**config.mk**
```make
export PLATFORM = sky130hd
export DESIGN_NAME = lane_dly_move_ctrl
export DESIGN_NICKNAME = d
export VERILOG_FILES = /design/src/rtl/lane_dly_move_ctrl.sv
export SDC_FILE = /design/constraint.sdc
export NUM_CORES = 1
export LEC_CHECK = 0
export CELL_PAD_IN_SITES_DETAIL_PLACEMENT = 1
export CELL_PAD_IN_SITES_GLOBAL_PLACEMENT = 1
export CORE_UTILIZATION = 40
export DETAILED_ROUTE_END_ITERATION = 8
export PLACE_DENSITY_LB_ADDON = 0.1
export SETUP_SLACK_MARGIN = 0.1
export SYNTH_ARGS = -nofsm -noshare
export SYNTH_HDL_FRONTEND = slang
export SYNTH_SLANG_ARGS = --single-unit
```
**constraint.sdc**
```tcl
create_clock -name FAB_CLK -period 2.3 [get_ports FAB_CLK]
set_clock_uncertainty 0.05 [all_clocks]
set_input_delay 0.345 -clock FAB_CLK [delete_from_list [all_inputs] [get_ports FAB_CLK]]
set_output_delay 0.345 -clock FAB_CLK [all_outputs]
set_load 0.005 [all_outputs]
```
**src/rtl/lane_dly_move_ctrl.sv**
```systemverilog
// lane_dly_move_ctrl: fabric-side initiator for one DDR4 lane-control delay line.
// It turns a "move N taps" / "load default code" request into pause-framed MOVE/LOAD
// pulses toward the lane, watches the selected out-of-range flag and reports completion.
//
// Handshake: a request is taken on a rising FAB_CLK edge where REQ_VALID && REQ_READY.
// REQ_READY is high only in IDLE. REQ_SEL/REQ_DIR/REQ_LOAD/REQ_STEPS are captured on that
// edge. REQ_VALID seen while busy is ignored, and the requester holds it until REQ_READY.
// DONE is a one-cycle pulse. DONE_STEPS/DONE_OOR are valid with DONE and held afterwards.
module lane_dly_move_ctrl #(
  parameter int PAUSE_SETUP = 4,
  parameter int MOVE_GAP    = 3,
  parameter int PAUSE_HOLD  = 4,
  parameter int STEP_W      = 8
) (
  input  logic              FAB_CLK,
  input  logic              RESET_N,
  input  logic              REQ_VALID,
  output logic              REQ_READY,
  input  logic              REQ_SEL,
  input  logic              REQ_DIR,
  input  logic              REQ_LOAD,
  input  logic [STEP_W-1:0] REQ_STEPS,
  output logic              DELAY_LINE_SEL,
  output logic              DELAY_LINE_DIRECTION,
  output logic              DELAY_LINE_MOVE,
  output logic              DELAY_LINE_LOAD,
  output logic              HS_IO_CLK_PAUSE,
  input  logic              RX_DELAY_LINE_OUT_OF_RANGE,
  input  logic              TX_DELAY_LINE_OUT_OF_RANGE,
  output logic              DONE,
  output logic [STEP_W-1:0] DONE_STEPS,
  output logic              DONE_OOR,
  output logic [2:0]        DBG_STATE
);

  typedef enum logic [2:0] {
    S_IDLE      = 3'd0,
    S_PAUSE_ON  = 3'd1,
    S_MOVE      = 3'd2,
    S_GAP       = 3'd3,
    S_PAUSE_OFF = 3'd4,
    S_DONE      = 3'd5
  } state_e;

  // Wide enough for any practical setup/gap/hold length.
  localparam int TW = 16;

  state_e              state_q, state_d;
  logic [TW-1:0]       tmr_q, tmr_d;
  logic [STEP_W-1:0]   cnt_q, cnt_d;
  logic [STEP_W-1:0]   steps_q, steps_d;
  logic                sel_q, sel_d;
  logic                dir_q, dir_d;
  logic                load_q, load_d;
  logic                oor_q, oor_d;
  logic [STEP_W-1:0]   done_steps_q, done_steps_d;
  logic                done_oor_q, done_oor_d;
  logic                oor_sel;

  // Only the flag of the line being moved matters; the other line's flag is ignored.
  assign oor_sel = sel_q ? TX_DELAY_LINE_OUT_OF_RANGE : RX_DELAY_LINE_OUT_OF_RANGE;

  // State and datapath registers; async reset drops pause and pulses immediately.
  always_ff @(posedge FAB_CLK or negedge RESET_N) begin
    if (!RESET_N) begin
      state_q      <= S_IDLE;
      tmr_q        <= '0;
      cnt_q        <= '0;
      steps_q      <= '0;
      sel_q        <= 1'b0;
      dir_q        <= 1'b0;
      load_q       <= 1'b0;
      oor_q        <= 1'b0;
      done_steps_q <= '0;
      done_oor_q   <= 1'b0;
    end else begin
      state_q      <= state_d;
      tmr_q        <= tmr_d;
      cnt_q        <= cnt_d;
      steps_q      <= steps_d;
      sel_q        <= sel_d;
      dir_q        <= dir_d;
      load_q       <= load_d;
      oor_q        <= oor_d;
      done_steps_q <= done_steps_d;
      done_oor_q   <= done_oor_d;
    end
  end

  // Next-state logic: pause framing, MOVE/GAP loop with OOR early exit, completion.
  always_comb begin
    state_d      = state_q;
    tmr_d        = tmr_q;
    cnt_d        = cnt_q;
    steps_d      = steps_q;
    sel_d        = sel_q;
    dir_d        = dir_q;
    load_d       = load_q;
    oor_d        = oor_q;
    done_steps_d = done_steps_q;
    done_oor_d   = done_oor_q;
    unique case (state_q)
      S_IDLE: begin
        if (REQ_VALID) begin
          sel_d   = REQ_SEL;
          dir_d   = REQ_DIR;
          load_d  = REQ_LOAD;
          steps_d = REQ_STEPS;
          cnt_d   = '0;
          oor_d   = 1'b0;
          tmr_d   = '0;
          if (!REQ_LOAD && (REQ_STEPS == '0)) begin
            // Nothing to move: complete without touching the pause.
            state_d      = S_DONE;
            done_steps_d = '0;
            done_oor_d   = 1'b0;
          end else begin
            state_d = S_PAUSE_ON;
          end
        end
      end
      S_PAUSE_ON: begin
        if (tmr_q == TW'(PAUSE_SETUP - 1)) begin
          tmr_d   = '0;
          state_d = S_MOVE;
        end else begin
          tmr_d = tmr_q + TW'(1);
        end
      end
      S_MOVE: begin
        cnt_d   = cnt_q + STEP_W'(1);
        tmr_d   = '0;
        state_d = S_GAP;
      end
      S_GAP: begin
        if (tmr_q == TW'(MOVE_GAP - 1)) begin
          tmr_d = '0;
          oor_d = oor_q | oor_sel;
          if (load_q || oor_sel || (cnt_q == steps_q)) begin
            state_d = S_PAUSE_OFF;
          end else begin
            state_d = S_MOVE;
          end
        end else begin
          tmr_d = tmr_q + TW'(1);
        end
      end
      S_PAUSE_OFF: begin
        if (tmr_q == TW'(PAUSE_HOLD - 1)) begin
          tmr_d        = '0;
          state_d      = S_DONE;
          done_steps_d = load_q ? '0 : cnt_q;
          done_oor_d   = oor_q;
        end else begin
          tmr_d = tmr_q + TW'(1);
        end
      end
      S_DONE: begin
        state_d = S_IDLE;
      end
      default: begin
        state_d = S_IDLE;
      end
    endcase
  end

  // Lane-facing outputs decoded from registered state, so they are glitch-free.
  assign REQ_READY            = (state_q == S_IDLE);
  assign DELAY_LINE_SEL       = sel_q;
  assign DELAY_LINE_DIRECTION = dir_q;
  assign DELAY_LINE_MOVE      = (state_q == S_MOVE) && !load_q;
  assign DELAY_LINE_LOAD      = (state_q == S_MOVE) && load_q;
  assign HS_IO_CLK_PAUSE      = (state_q == S_PAUSE_ON) || (state_q == S_MOVE) ||
                                (state_q == S_GAP);
  assign DONE                 = (state_q == S_DONE);
  assign DONE_STEPS           = done_steps_q;
  assign DONE_OOR             = done_oor_q;
  assign DBG_STATE            = state_q;

endmodule

```
== After elaboration in Yosys (flattened, before gate mapping) ==
Cells that the tools add are included.

* Register bits after elaboration: 48
* Output and inout port bits: 19
* Word-level logic and storage cells: 74
* Input bits: 16

* Reduce and logical (&&, ||, !) cells: 22
* Add/subtract/negate cells: 2
* Bitwise operators: 1
* Muxes and demuxes: 26
* Equal/unequal tests: 13

{| class="wikitable"
|+ Operators with widths
! cell !! number
|-
| 16-bit case mux with 4 select lines || 1
|-
| 16-bit two-way mux || 3
|-
| 8-bit two-way mux || 5
|-
| 16-bit by 2-bit equality test with 1-bit output (second input constant) || 2
|-
| 8-bit case mux with 2 select lines || 2
|-
| 3-bit two-way mux || 6
|-
| 16-bit by 1-bit adder with 16-bit output (second input constant) || 1
|-
| 3-bit case mux with 5 select lines || 1
|-
| 8-bit by 1-bit adder with 8-bit output (second input constant) || 1
|-
| 8-bit equality test || 1
|-
| 8-bit zero test || 1
|-
| 2-bit inequality test (second input constant) || 4
|-
| 4-bit AND reduction || 2
|-
| 3-bit by 2-bit equality test with 1-bit output (second input constant) || 2
|-
| 3-bit equality test (second input constant) || 2
|-
| 1-bit two-way mux || 6
|-
| 2-bit AND reduction || 3
|-
| 2-bit nonzero test || 3
|-
| 1-bit logical OR || 4
|-
| 1-bit case mux with 2 select lines || 2
|-
| 4-bit nonzero test || 1
|-
| 3-bit by 1-bit equality test with 1-bit output (second input constant) || 1
|-
| 1-bit logical AND || 3
|-
| 3-bit zero test || 1
|-
| 5 further kinds || 6
|}

== Logic depth before layout (Yosys ltp) ==
* Depth in word-level cells: 6
* Depth in mapped cells: 8

== Worst setup path before layout ==
Ideal clock, no wire load.

* Path type: reg-to-reg
* From: register tmr_q[6]
* To: register done_oor_q (netlist: DONE_OOR)
* Data required time: 2116 ps
* Buffers on the path: 2
* Setup slack: 309 ps
* Arrival: 1807 ps
* Library setup time: 134 ps
* Stages on the path, launching flop included: 8
* Path through: dfrtp_1 > buf_6 > nor4_1 > nand4_1 > a211o_2 > buf_6 > nand2_1 > o21ai_0

* Word-level cells in the longest chain between the ends: 3

{| class="wikitable"
|+ RTL lines
! item !! RTL line !! source
|-
| start, declared || 49 || <nowiki>logic [TW-1:0] tmr_q, tmr_d;</nowiki>
|-
| start signal, assigned || 78 || <nowiki>tmr_q <= tmr_d;</nowiki>
|-
| 16-bit by 2-bit equality test with 1-bit output || 149 || <nowiki>if (tmr_q == TW'(PAUSE_HOLD - 1)) begin</nowiki>
|-
| 2-bit inequality test (no line) || - ||
|-
| 4-bit AND reduction (no line) || - ||
|-
| end signal, assigned || 86 || <nowiki>done_oor_q <= done_oor_d;</nowiki>
|-
| end, declared || 57 || <nowiki>logic done_oor_q, done_oor_d;</nowiki>
|}

No other way between the ends.
A chain may end at the register's enable or synchronous reset.

== Worst setup path in the final report ==
* From: register state_q[2] (netlist: DBG_STATE[2])
* To: output DELAY_LINE_MOVE

* Word-level cells in the longest chain between the ends: 2

{| class="wikitable"
|+ RTL lines
! item !! RTL line !! source
|-
| start, declared || 48 || <nowiki>state_e state_q, state_d;</nowiki>
|-
| start signal, assigned || 77 || <nowiki>state_q <= state_d;</nowiki>
|-
| 3-bit by 2-bit equality test with 1-bit output || 171 || <nowiki>assign DELAY_LINE_MOVE = (state_q == S_MOVE) && !load_q;</nowiki>
|-
| 1-bit logical AND || 171 ||
|-
| end, declared || 25 || <nowiki>output logic DELAY_LINE_MOVE,</nowiki>
|}

No other way between the ends.

==> qor.txt <==
========================================================================================================
Status                                                                                      complete, no violations
Setup slack of the critical path after layout                                                   0.165 ns
GPL Wtd Cong                                                                                       0.781
Number of routed nets with antenna violations                                                          0
Die area                                                                                        6640 µm²
Floorplan row count                                                                                   28
Compound-Gate Fraction of Synth Area                                                               0.157
Synthesized net count                                                                                279
Combinational family with the most area after synthesis                                     simple AND/OR/NAND/NOR gates
Mapped Cells                                                                                         260
Fraction of the mapped netlist area in simple logic gates                                          0.211
Most frequently used flop master after synthesis                                                 dfrtp_1
First-iteration detailed-routing DRC count                                                           163
R2r worst-path depth                                                                                   7
P_sw                                                                                            0.324 mW
Number of enable-type register cells in the synthesized netlist                                        0
Hold Path Stages                                                                                       2
Syn_area_per_cell                                                                               9.72 µm²
Largest net degree at the start of global routing                                                     21
Fin util                                                                                           0.533
CTS tree                                                                                            done
Number of hold violations in the final report                                                          0
Overall global routing resource usage                                                              0.213
Synth-to-layout area growth                                                                        26.3%
Worst hold margin                                                                               0.438 ns
Initial cell density of the core                                                                   0.422
Leakage component of the power                                                                   1.41 nW
WP buf/inv                                                                                             1
Worst-skew pair later-pin latency                                                                0.30 ns
Cell types with the highest counts after synthesis                                          dfrtp_1, nand2_1, nand3_1
Most repeated cell in the gate-level netlist after synthesis                                     dfrtp_1
Slew @ Worst Pin                                                                                0.479 ns
Combinational share of power                                                                       0.038
Total clock buffers created by CTS                                                                     5
Power Density                                                                                 442 nW/µm²
Final cell area excluding filler cells                                                          3190 µm²
Final net count                                                                                      331
Highest Clock Rate                                                                               468 MHz
Final period utilization                                                                           0.928
Synthesized-area fraction occupied by adder cells                                                 0.0149
Class of the tightest hold or removal check                                                 flip-flop to flip-flop
Crit Path Class                                                                             flip-flop to primary output
Mux share of post-synthesis cell area                                                             0.0698
Number of max-capacitance violations reported                                                          0
Minimum setup slack after placement                                                            0.0588 ns
Setup TNS                                                                                           0 ns
Worst ir drop on vdd                                                                          0.000231 V
Slew margin rel.                                                                                   0.681
Area of the mapped netlist                                                                      2530 µm²
Total vias in the final route                                                                       2142
Sequential power share                                                                             0.598
CTS H-tree depth                                                                                       2
Antenna diode count                                                                                    0
Global-route congestion overflow total                                                                 0
Routed wire length                                                                               6320 µm
Wire length per cell after detailed routing                                                      16.3 µm
Dominant cells by area after synthesis                                                      dfrtp_1, mux2_2, nand2_1
Warnings from Yosys                                                                                    0
Setup repair after global routing missed its margin                                                 true
Share of cells above drive strength 1                                                              0.182
Buffer type at the clock tree root                                                              clkbuf_8
Cell total after placement                                                                           378
Post-placement cell area                                                                        3040 µm²
Post-synthesis xor/xnor area fraction                                                             0.0347
Post-synthesis register bit count                                                                     48
Total of buffers placed on input and output ports                                                     34
Post-CTS clock slew at the launch and capture registers of the worst setup and hold paths        0.09 ns
DP Wirelength                                                                                    4680 µm
Total power after layout                                                                         1.41 mW
Time the worst path needs with I/O delays and setup                                              2.13 ns
Cell with the largest stage delay on the worst path                                         clkdlybuf4s50_1
Fraction of post-synthesis cell area in the top cell type by area                                  0.475
Final-report setup violation count                                                                     0
Fraction of the yosys area taken by sequential cells                                               0.475
Worst setup EP type                                                                         primary output
Via-per-instance ratio                                                                              5.52
Max-slew violation total from the final report                                                         0
Die width                                                                                        81.5 µm
Slowest Stage Delay on Critical Path                                                             0.50 ns
Non-filler cells, final                                                                              388
Count of TritonRoute iterations in the first routing pass                                              4
Largest delay share family, worst path                                                      simple AND/OR/NAND/NOR gates
Critical path fanouts, max                                                                             4
Crit. path cell count                                                                                  3
Chip height                                                                                      81.5 µm
Distinct cell type count after synthesis                                                              43
Internal power of the cells                                                                      1.09 mW
Part of the total power dissipated in the clock network                                            0.364
Clock Path Buffers                                                                                     2
Total number of clock tree sinks                                                                      48
Most area-hungry cell type in the Yosys netlist                                                  dfrtp_1
Core footprint                                                                                  5990 µm²
Number of global-route vias before repair                                                           2090
Kind of start point of the critical path                                                       flip-flop
Wire length of the first global-routing pass                                                    10500 µm
Cell chain of the critical path                                                             or3b_4 -> nor2_4 -> clkdlybuf4s50_1
Top-level I/O count                                                                                   35
Antenna violations before repair                                                                       0
Switching Share                                                                                    0.230
Setup slack of the worst register-to-register path                                               0.26 ns
Arrival time at the worst endpoint                                                               1.74 ns
Post-route DRC violation count                                                                         0
Fraction of synthesis flops using an asynchronous set or reset pin                                  1.00
Required @ worst endpoint                                                                        1.90 ns
========================================================================================================
## area by class of cell
type | instances | area [µm²]
Clock buffer | 5 | 68.8
Clock inverter | 3 | 23.8
Fill cell | 690 | 2800
Inverter | 8 | 30.0
Multi-Input combinational cell | 194 | 1280
Sequential cell | 48 | 1200
Tap cell | 75 | 93.8
Timing Repair Buffer | 55 | 495
## registers in the layout, summed over array words and instances, names as in the netlist
name	flops
tmr_q	16
DONE_STEPS	8
cnt_q	8
steps_q	8
DBG_STATE	3
DELAY_LINE_DIRECTION	1
DELAY_LINE_SEL	1
DONE_OOR	1
load_q	1
oor_q	1
## routing by layer
metal  global-route usage  vias to the layer above  part of all wire
met5                    0                        -                 0
met4               0.0589                        0            0.0063
met3               0.0467                        2             0.035
met2                0.315                       38              0.45
met1                0.310                     1056              0.51
li1                     -                     1046                 -
## what timing repair did
item                                    CTS  global route
endpoints found under the hold margin    18             0
gates resized for setup                   3             8
endpoints found under the setup margin    2             7
hold buffers                              1             0
buffers inserted                          0             1
pin swaps                                 0             2
gates cloned                              0             0
## kinds of logic (layout without fill, tap and decap cells)
group / after synthesis / in the layout
xor gates and xnor gates: 10 / 10
AOI/OAI and AO/OA: 59 / 59
and+or+nand+nor: 106 / 106
muxes: 16 / 16
DFF: 48 / 48
buffers and inverters: 18 / 71
adders and majority gates: 3 / 3
## final timing paths
check	startpoint	to
worst max-delay path	DBG_STATE[2]$_DFFE_PN0P_	DELAY_LINE_MOVE
worst min-delay path	DONE_STEPS[7]$_DFFE_PN0P_	DONE_STEPS[7]$_DFFE_PN0P_
worst max register to register	tmr_q[10]$_DFFE_PN0P_	tmr_q[5]$_DFFE_PN0P_
worst min register to register	DONE_STEPS[7]$_DFFE_PN0P_	DONE_STEPS[7]$_DFFE_PN0P_
max in group asynchronous	RESET_N	cnt_q[4]$_DFFE_PN0P_
min in group asynchronous	RESET_N	DONE_STEPS[4]$_DFFE_PN0P_
## worst reg2reg max path: stages (launching register included)
cell     delay [ns]
dfrtp_1        0.45
nor4_4         0.31
buf_4          0.16
nand4_1        0.19
a22oi_2        0.28
buf_4          0.21
o21ai_0        0.09
a22o_1         0.19
## cells in the final DEF, fill, tap and decap left out, drive strengths merged, types with 8 or more instances in the layout
cell and count:
nor2 12, nand2 37, nor4 8, inv 8, nand3 14, clkdlybuf4s50 33, dfrtp 48, buf 21
o21ai 22, nor3b 9, xor2 9, mux2 13
## power groups by stage
stage	logic, mW	registers (mW)	clock network [mW]
after floorplan	0.00397	0.860	0
after global placement	0.0525	0.860	0
after detailed placement	0.0539	0.860	0
after CTS	0.0552	0.843	0.534
after global routing	0.0602	0.843	0.568
final	0.0534	0.843	0.513
Power figures use the tool's default switching activity.
